File: src/rtl/tx_pcs_encoder.sv
`default_nettype none
// ============================================================================
// Module      : tx_pcs_encoder
// Description : Pairs two 32-bit XGMII beats into one 64b/66b block, with
//               pass-through backpressure and illegal-pattern error blocks.
// Revision    : 1.0 - initial release
// ============================================================================
module tx_pcs_encoder #(
    parameter int XGMII_DATA_WIDTH = 32,
    parameter int XGMII_CTRL_WIDTH = 4
) (
    input  logic                        i_clk,
    input  logic                        i_reset,
    input  logic [XGMII_DATA_WIDTH-1:0] i_xgmii_txd,
    input  logic [XGMII_CTRL_WIDTH-1:0] i_xgmii_ctrl,
    input  logic                        i_xgmii_valid,
    output logic                        o_xgmii_pause,
    input  logic                        i_pcs_pause,
    output logic [65:0]                 o_block,
    output logic                        o_block_valid
);

    localparam logic [7:0] c_CH_IDLE    = 8'h07;
    localparam logic [7:0] c_CH_ERROR   = 8'hFE;
    localparam logic [7:0] c_CH_START   = 8'hFB;
    localparam logic [7:0] c_CH_TERM    = 8'hFD;

    localparam logic [6:0] c_CODE_IDLE  = 7'h00;
    localparam logic [6:0] c_CODE_ERROR = 7'h1E;

    localparam logic [1:0] c_SH_DATA    = 2'b10;
    localparam logic [1:0] c_SH_CTRL    = 2'b01;

    localparam logic [7:0] c_TYPE_CTRL  = 8'h1E;
    localparam logic [7:0] c_TYPE_S0    = 8'h78;
    localparam logic [7:0] c_TYPE_S4    = 8'h33;

    localparam logic [65:0] c_ERR_BLOCK = {{8{c_CODE_ERROR}}, c_TYPE_CTRL, c_SH_CTRL};

    // ------------------------------------------------------------------------
    // Beat acceptance and half-block capture
    // ------------------------------------------------------------------------
    logic                        r_phase;
    logic [XGMII_DATA_WIDTH-1:0] r_half_data;
    logic [XGMII_CTRL_WIDTH-1:0] r_half_ctrl;
    logic [65:0]                 r_block;
    logic                        r_block_valid;

    logic                        w_accept;
    logic [63:0]                 w_word;
    logic [7:0]                  w_ctrl;
    logic [65:0]                 w_next_block;

    assign o_xgmii_pause = i_pcs_pause;
    assign w_accept      = i_xgmii_valid && !i_pcs_pause;

    // The current beat is always the upper half when it completes a block.
    assign w_word = {i_xgmii_txd, r_half_data};
    assign w_ctrl = {i_xgmii_ctrl, r_half_ctrl};

    // ------------------------------------------------------------------------
    // Per-lane character decode
    // ------------------------------------------------------------------------
    logic [7:0][7:0] w_lane;
    logic [7:0]      w_is_idle;
    logic [7:0]      w_is_err;
    logic [7:0][6:0] w_code;

    assign w_lane = w_word;

    for (genvar n = 0; n < 8; n++) begin : g_lane
        assign w_is_idle[n] = w_ctrl[n] && (w_lane[n] == c_CH_IDLE);
        assign w_is_err[n]  = w_ctrl[n] && (w_lane[n] == c_CH_ERROR);
        assign w_code[n]    = w_is_idle[n] ? c_CODE_IDLE : c_CODE_ERROR;
    end

    // ------------------------------------------------------------------------
    // Block-format classification
    // ------------------------------------------------------------------------
    logic       w_all_data;
    logic       w_all_ctrl;
    logic       w_start0;
    logic       w_start4;
    logic [7:0] w_term_hit;

    assign w_all_data = (w_ctrl == 8'h00);
    assign w_all_ctrl = ((w_is_idle | w_is_err) == 8'hFF);
    assign w_start0   = (w_ctrl == 8'h01) && (w_lane[0] == c_CH_START);
    assign w_start4   = (w_ctrl == 8'h1F) && (w_is_idle[3:0] == 4'hF)
                        && (w_lane[4] == c_CH_START);

    // Terminate in lane k: data below, idles strictly above.
    for (genvar k = 0; k < 8; k++) begin : g_term
        localparam logic [7:0] c_CTRL_PAT = 8'(8'hFF << k);
        localparam logic [7:0] c_ABOVE    = 8'(8'hFE << k);
        assign w_term_hit[k] = (w_ctrl == c_CTRL_PAT)
                               && (w_lane[k] == c_CH_TERM)
                               && ((w_is_idle & c_ABOVE) == c_ABOVE);
    end

    // ------------------------------------------------------------------------
    // Terminate payload and type
    // ------------------------------------------------------------------------
    logic [2:0]  w_term_k;
    logic [7:0]  w_term_type;
    logic [55:0] w_term_payload;

    always_comb begin
        w_term_k = 3'd0;
        for (int i = 0; i < 8; i++) begin
            if (w_term_hit[i]) begin
                w_term_k = 3'(i);
            end
        end
    end

    always_comb begin
        w_term_type = 8'h87;
        case (w_term_k)
            3'd0:    w_term_type = 8'h87;
            3'd1:    w_term_type = 8'h99;
            3'd2:    w_term_type = 8'hAA;
            3'd3:    w_term_type = 8'hB4;
            3'd4:    w_term_type = 8'hCC;
            3'd5:    w_term_type = 8'hD2;
            3'd6:    w_term_type = 8'hE1;
            default: w_term_type = 8'hFF;
        endcase
    end

    // Idle codes after the terminate are all-zero, so only data octets land here.
    always_comb begin
        w_term_payload = '0;
        for (int i = 0; i < 7; i++) begin
            if (3'(i) < w_term_k) begin
                w_term_payload[8*i +: 8] = w_lane[i];
            end
        end
    end

    // ------------------------------------------------------------------------
    // Block assembly
    // ------------------------------------------------------------------------
    always_comb begin
        w_next_block = c_ERR_BLOCK;
        if (w_all_data) begin
            w_next_block = {w_word, c_SH_DATA};
        end else if (w_all_ctrl) begin
            w_next_block = {w_code, c_TYPE_CTRL, c_SH_CTRL};
        end else if (w_start0) begin
            w_next_block = {w_word[63:8], c_TYPE_S0, c_SH_CTRL};
        end else if (w_start4) begin
            w_next_block = {w_word[63:40], 4'h0, w_code[3:0], c_TYPE_S4, c_SH_CTRL};
        end else if (|w_term_hit) begin
            w_next_block = {w_term_payload, w_term_type, c_SH_CTRL};
        end
    end

    // ------------------------------------------------------------------------
    // State and output registers
    // ------------------------------------------------------------------------
    always_ff @(posedge i_clk) begin
        if (i_reset) begin
            r_phase       <= 1'b0;
            r_half_data   <= '0;
            r_half_ctrl   <= '0;
            r_block       <= '0;
            r_block_valid <= 1'b0;
        end else begin
            r_block_valid <= 1'b0;
            if (w_accept) begin
                r_phase <= ~r_phase;
                if (!r_phase) begin
                    r_half_data <= i_xgmii_txd;
                    r_half_ctrl <= i_xgmii_ctrl;
                end else begin
                    r_block       <= w_next_block;
                    r_block_valid <= 1'b1;
                end
            end
        end
    end

    assign o_block       = r_block;
    assign o_block_valid = r_block_valid;

endmodule
`default_nettype wire

File: config.mk
export PLATFORM = sky130hd
export DESIGN_NAME = tx_pcs_encoder
export DESIGN_NICKNAME = d
export VERILOG_FILES = /design/src/rtl/tx_pcs_encoder.sv
export SDC_FILE = /design/constraint.sdc
export NUM_CORES = 1
export LEC_CHECK = 0
export ABC_CLOCK_PERIOD_IN_PS = 9300
export BUFFER_PORTS_ARGS = -buffer_cell sky130_fd_sc_hd__clkbuf_2
export CAP_MARGIN = 0
export CORE_ASPECT_RATIO = 1.1
export CORE_MARGIN = 1.5
export CORE_UTILIZATION = 40
export CTS_CLUSTER_DIAMETER = 40
export DETAILED_ROUTE_END_ITERATION = 8
export GPL_TIMING_DRIVEN = 0
export PLACE_DENSITY_LB_ADDON = 0.15
export SYNTH_ARGS = -nofsm -noshare
export SYNTH_HDL_FRONTEND = slang
export SYNTH_SLANG_ARGS = --single-unit
File: constraint.sdc
create_clock -name i_clk -period 9.3 [get_ports i_clk]
set_input_delay 0.93 -clock i_clk [delete_from_list [all_inputs] [get_ports i_clk]]
set_output_delay 0.93 -clock i_clk [all_outputs]
set_load 0.02 [all_outputs]
Yosys cells after proc, flatten, opt, wreduce, memory -nomap -nowiden

Index checks and enable logic that the tools add are counted.

$lt $le $gt $ge: 7
Equality and inequality tests: 50
Muxes and demuxes: 29
Bitwise logic cells: 3
Reductions and logical operators: 42

Operators with widths:

| operator                                          | count |
|---|---|
| 2-to-1 mux 66 bit                                 | 5 |
| == test 8 bit, second input constant              | 27 |
| == test 8 x 3 -> 1 bit, second input constant     | 8 |
| 2-to-1 mux 8 bit                                  | 7 |
| case mux 7 bit (7 select lines)                   | 1 |
| 2-to-1 mux 5 bit                                  | 8 |
| logical AND 1 bit                                 | 35 |
| == test 3 bit, second input constant              | 4 |
| 2-to-1 mux 3 bit                                  | 4 |
| < comparator 3 bit, first input constant          | 3 |
| == test 4 bit, second input constant              | 2 |
| == test 8 x 1 -> 1 bit, second input constant     | 1 |
| == test 8 x 5 -> 1 bit, second input constant     | 1 |
| zero test 8 bit                                   | 1 |
| bitwise OR 8 bit                                  | 1 |
| OR reduction 8 bit                                | 1 |
| == test 7 bit, second input constant              | 1 |
| == test 3 x 2 -> 1 bit, second input constant     | 2 |
| == test 6 bit, second input constant              | 1 |
| < comparator 1 x 3 -> 1 bit, first input constant | 2 |
| < comparator 2 x 3 -> 1 bit, first input constant | 2 |
| == test 5 bit, second input constant              | 1 |
| 2-to-1 mux 2 bit                                  | 2 |
| AND reduction 2 bit                               | 2 |
| 7 further kinds                                   | 9 |

Register bits: 104
Bits of input ports: 40
Output and inout port bits: 68
Logic and storage cells: 136

Depth between registers and ports, before layout

Depth in word-level cells: 18
Depth in mapped cells: 16
Depth with buffers taken out: 12

Worst setup path before layout

OpenSTA, ideal clock, no wires.

Kind: in2reg
From: in i_xgmii_txd[31]
To: reg r_block[26], in the netlist o_block[26]
Library setup time: 0.060 ns
Arrival: 3.905 ns
Required time: 9.240 ns
Path slack: 5.336 ns
Stages on the path: 14
Path buffers: 3
Path through: or4_1 nor4_2 nand2_1 o211ai_1 clkbuf_1 buf_2 inv_1 ha_1 buf_1 inv_1 o211ai_1 a31oi_1 a221o_1 a22o_1

Word-level cells in the longest chain between the ends: 18
Elaborated cells on any way between the ends: 36
Classes of those cells: order compare: 1; eq/ne: 10; mux: 13; bitwise: 1; reduce/logical: 11

RTL lines:

| item                          | RTL line | RTL |
|---|---|---|
| from (decl)                   | 14       | `input logic [XGMII_DATA_WIDTH-1:0] i_xgmii_txd,` |
| == test 8 x 3 -> 1 bit        | 72       | `assign w_is_idle[n] = w_ctrl[n] && (w_lane[n] == c_CH_IDLE);` |
| logical AND 1 bit             | 72       |  |
| == test 6 bit                 | 98       | `&& ((w_is_idle & c_ABOVE) == c_ABOVE);` |
| logical AND 1 bit             | 98       |  |
| 2-to-1 mux 1 bit              | 111      | `if (w_term_hit[i]) begin` |
| 2-to-1 mux 2 bit (2 in a row) | 111      |  |
| 2-to-1 mux 3 bit (4 in a row) | 111      |  |
| < comparator 2 x 3 -> 1 bit   | 135      | `if (3'(i) < w_term_k) begin` |
| 2-to-1 mux 8 bit              | 135      |  |
| 2-to-1 mux 66 bit             | 154      | `end else if (\|w_term_hit) begin` |
| 2-to-1 mux 66 bit             | 152      | `end else if (w_start4) begin` |
| 2-to-1 mux 66 bit             | 150      | `end else if (w_start0) begin` |
| 2-to-1 mux 66 bit *           | 148      | `end else if (w_all_ctrl) begin` |
| 2-to-1 mux 66 bit *           | 146      | `if (w_all_data) begin` |
| to (signal assigned)          | 177      | `r_block <= w_next_block;` |
| to (decl)                     | 46       | `logic [65:0] r_block;` |

Mark *: on every way between the ends. The rest lies on a longest branch, timed or not.
A chain may end at the register's enable or synchronous reset.

Worst setup path after layout

From: in i_xgmii_txd[28]
To: reg r_block[26], in the netlist o_block[26]

The elaborated chain is that of the path after synthesis.

==> flow_summary.json <==
{
  "status": "completed",
  "synth_area_leaders": "dfxtp_1, nand2_1, a21oi_1",
  "dr.max_layer_used": "met4",
  "area_growth_pct": 17.73,
  "finalNetCount": 942,
  "die_height_um": 131.8,
  "cp_cell_sequence": "clkbuf_2 > or4_1 > nor4_2 > nand2_1 > o211ai_1 > clkbuf_1 > buf_2 > inv_1 > ha_1 > buf_1 > inv_1 > o211ai_1 > a31oi_1 > a221o_1 > a22o_1",
  "cp_max_fo": 11,
  "yosys_warnings": 0,
  "cts_tree": "built",
  "post_cts_buffers": 0,
  "arrival_ns": 5.13,
  "p_total_mw": 0.9965,
  "finalHoldViolCount": 0,
  "ant_nets": 0,
  "multi_input_area_sq_mm": 0.003679,
  "grt_remaining_overflow": 0,
  "clk_latency_ns": 0.37,
  "cp_top_family": "compound AO/OA/AOI/OAI gates",
  "grtUsageTotal_pct": 33.65,
  "place_area_sq_mm": 0.006803,
  "drt-met1-wl_um": 11540,
  "min_period_ns": 4.827,
  "setup_viol": 0,
  "cts_buffers": 9,
  "r2r-start": "r_half_ctrl[0]",
  "vias": 6949,
  "first_iter_violations": 704,
  "drt-wirelength-per-cell_um": 24.69,
  "post-place-cells": 1079,
  "seqCellArea_sq_mm": 0.002082,
  "cp.buffers_inverters": 6,
  "ios": 108,
  "antenna_found_initial": 0,
  "final_util_pct": 48.77,
  "fin_area_sq_mm": 0.007102,
  "num_rows": 46,
  "p_per_area_mw_per_mm2": 140.3,
  "ys_seq_elements": 104,
  "final_cells": 1095,
  "setup_tns_ns": 0,
  "gp_congestion": 1.023,
  "hp-class": "reg -> reg",
  "clk_pin_slew_worst_paths_ns": 0.08,
  "tightest_slew_ns": 1.361,
  "rsz0062_at_grt": "no",
  "max-vdd-ir-drop_mv": 0.1228,
  "syn_area_per_cell_sq_um": 7.723,
  "yosys.area.top_type_share_pct": 34.52,
  "synth_nets": 825,
  "fin_crit_sh_pct": 51.90,
  "hp-start": "o_block[43]",
  "syn-instance-count": 781,
  "p_leak_nw": 2.716,
  "drt_wl_total_um": 27040,
  "cts_sinks": 104,
  "core_sq_mm": 0.01456,
  "cts.path.max_buffers": 2,
  "firstDrtPassIters": 5,
  "cp-start-kind": "input port",
  "drive_gt1_share_pct": 17.28,
  "fillers": 1479,
  "endpoint_kind": "register",
  "drv_cap": 0,
  "fmax_ghz": 0.2072,
  "drc": 0,
  "synth_top_area_cell": "dfxtp_1",
  "start_util_pct": 41.42,
  "yosysSeqAreaShare_pct": 34.52,
  "crit_start": "i_xgmii_txd[28]",
  "antennaDiodeCount": 0,
  "final_common_cell": "nand2_1",
  "vias_per_cell": 6.346,
  "postCtsHoldBufs": 0,
  "grt_pass1_wl_um": 39450,
  "final_cell_mix": "nand2_1, clkbuf_2, dfxtp_1, a21oi_1, nor2_1",
  "skew_ns": 0.01081,
  "grt_pass1_vias": 6272,
  "h-tree-depth": 3,
  "ctsResizeCount": 0,
  "dpl.hpwl_um": 20490,
  "ys_types": 81,
  "wl_met2_um": 11750,
  "async_flop_share_pct": 0,
  "synth-edff-count": 0,
  "die_x_um": 120.1,
  "die-area_sq_mm": 0.01583,
  "cts_root_buf": "clkbuf_16",
  "crit_required_ns": 9.61,
  "critPathSlowestCell": "or4_1",
  "slew_violations": 0,
  "synth_area_sq_mm": 0.006032,
  "io_buffer_count": 106,
  "slew_headroom_pct": 8.711,
  "wl_met3_um": 2288,
  "ys.flop_type": "dfxtp_1",
  "grt_start_max_net_pins": 17,
  "slowest_delay_ns": 0.57,
  "crit_type": "in -> reg"
}
==> stage by stage <==
stage / setup WS [ns] / hold WS (ns)
2_1_floorplan: 5.336 / 0.4497
3_3_place_gp: 4.235 / 0.4400
3_5_place_dp: 4.271 / 0.4400
4_1_cts: 4.624 / 0.4574
5_1_grt: 4.308 / 0.4870
6_report: 4.473 / 0.4578
==> synthesized netlist by cell type (2+ instances only) <==
cell type,instances
a2111oi_0,5
a211o_1,14
a211oi_1,11
a21o_1,11
a21oi_1,83
a221o_1,3
a221oi_1,8
a22o_1,10
a22oi_1,9
a31o_1,4
a31o_2,5
a31oi_1,12
and2_1,11
and3_1,15
and4_1,7
and4b_1,3
buf_1,9
buf_4,2
clkbuf_1,41
dfxtp_1,104
ha_1,4
inv_1,14
mux2i_1,4
nand2_1,113
nand2b_1,8
nand2b_4,2
nand3_1,34
nand4_1,23
nor2_1,56
nor2b_1,2
nor3_1,20
nor3b_1,2
nor4_1,7
nor4_2,3
nor4b_1,3
o211ai_1,16
o21ai_0,35
o22ai_1,9
o31ai_1,5
o32ai_1,2
o32ai_2,4
or2_2,2
or3_1,3
or4_1,4
or4b_2,3
==> area by class of cell <==
cell class	instances	share of cell area (%)
multi-input combinational	609	51.80
sequential	104	29.32
timing repair buffer	106	7.470
clock buffer	11	3.418
tap	192	3.383
buffer	54	3.083
clock inverter	5	0.7928
inverter	14	0.7400
==> flip-flops by register name, indices dropped and copies added (netlist names) <==
signal         flops
o_block           66
o_block_valid      1
r_half_ctrl        4
r_half_data       32
r_phase            1
==> where the power goes <==
| group | leakage [nW] | internal (mW) | switching, mW |
|---|---|---|---|
| registers | 0.844 | 0.460 | 0.0213 |
| clock network | 0.145 | 0.216 | 0.180 |
| logic | 1.73 | 0.0347 | 0.0845 |
| total | 2.72 | 0.711 | 0.286 |
==> final timing paths <==
check / endpoint / slack [ns] / depth (start not counted)
setup reg to reg: o_block[26] / 4.70 / 15
hold reg to reg: o_block[43] / 0.46 / 2
setup / recovery: o_block[26] / 4.47 / 15
hold / removal: o_block[43] / 0.46 / 2
==> worst register-to-register path: stages (launching register included) <==
cell and delay (ns):
dfxtp_1 0.30, clkbuf_1 0.24, nor4_1 0.73, and4_1 0.34
a32oi_1 0.08, o211ai_1 0.36, clkbuf_1 0.42, buf_2 0.35
inv_1 0.10, ha_1 0.19, buf_1 0.22, inv_1 0.12
o211ai_1 0.13, a31oi_1 0.55, a221o_1 0.28, a22o_1 0.13
==> logic make-up (layout without fill, tap and decap cells) <==
| family | Yosys count | count (layout) | share of synthesized area, % |
|---|---|---|---|
| compound gates | 267 | 267 | 30.57 |
| fa+ha+maj | 4 | 4 | 0.8297 |
| buf+inv | 68 | 190 | 4.501 |
| flops | 104 | 104 | 34.52 |
| mux | 4 | 4 | 0.6638 |
| simple gates | 334 | 334 | 28.92 |
==> layer usage <==
layer	vias up	track usage (%)
met5	-	0
met4	0	17.46
met3	90	5.666
met2	412	50.44
met1	3263	46.27
li1	3184	-
(Power assumes the default switching activity.)
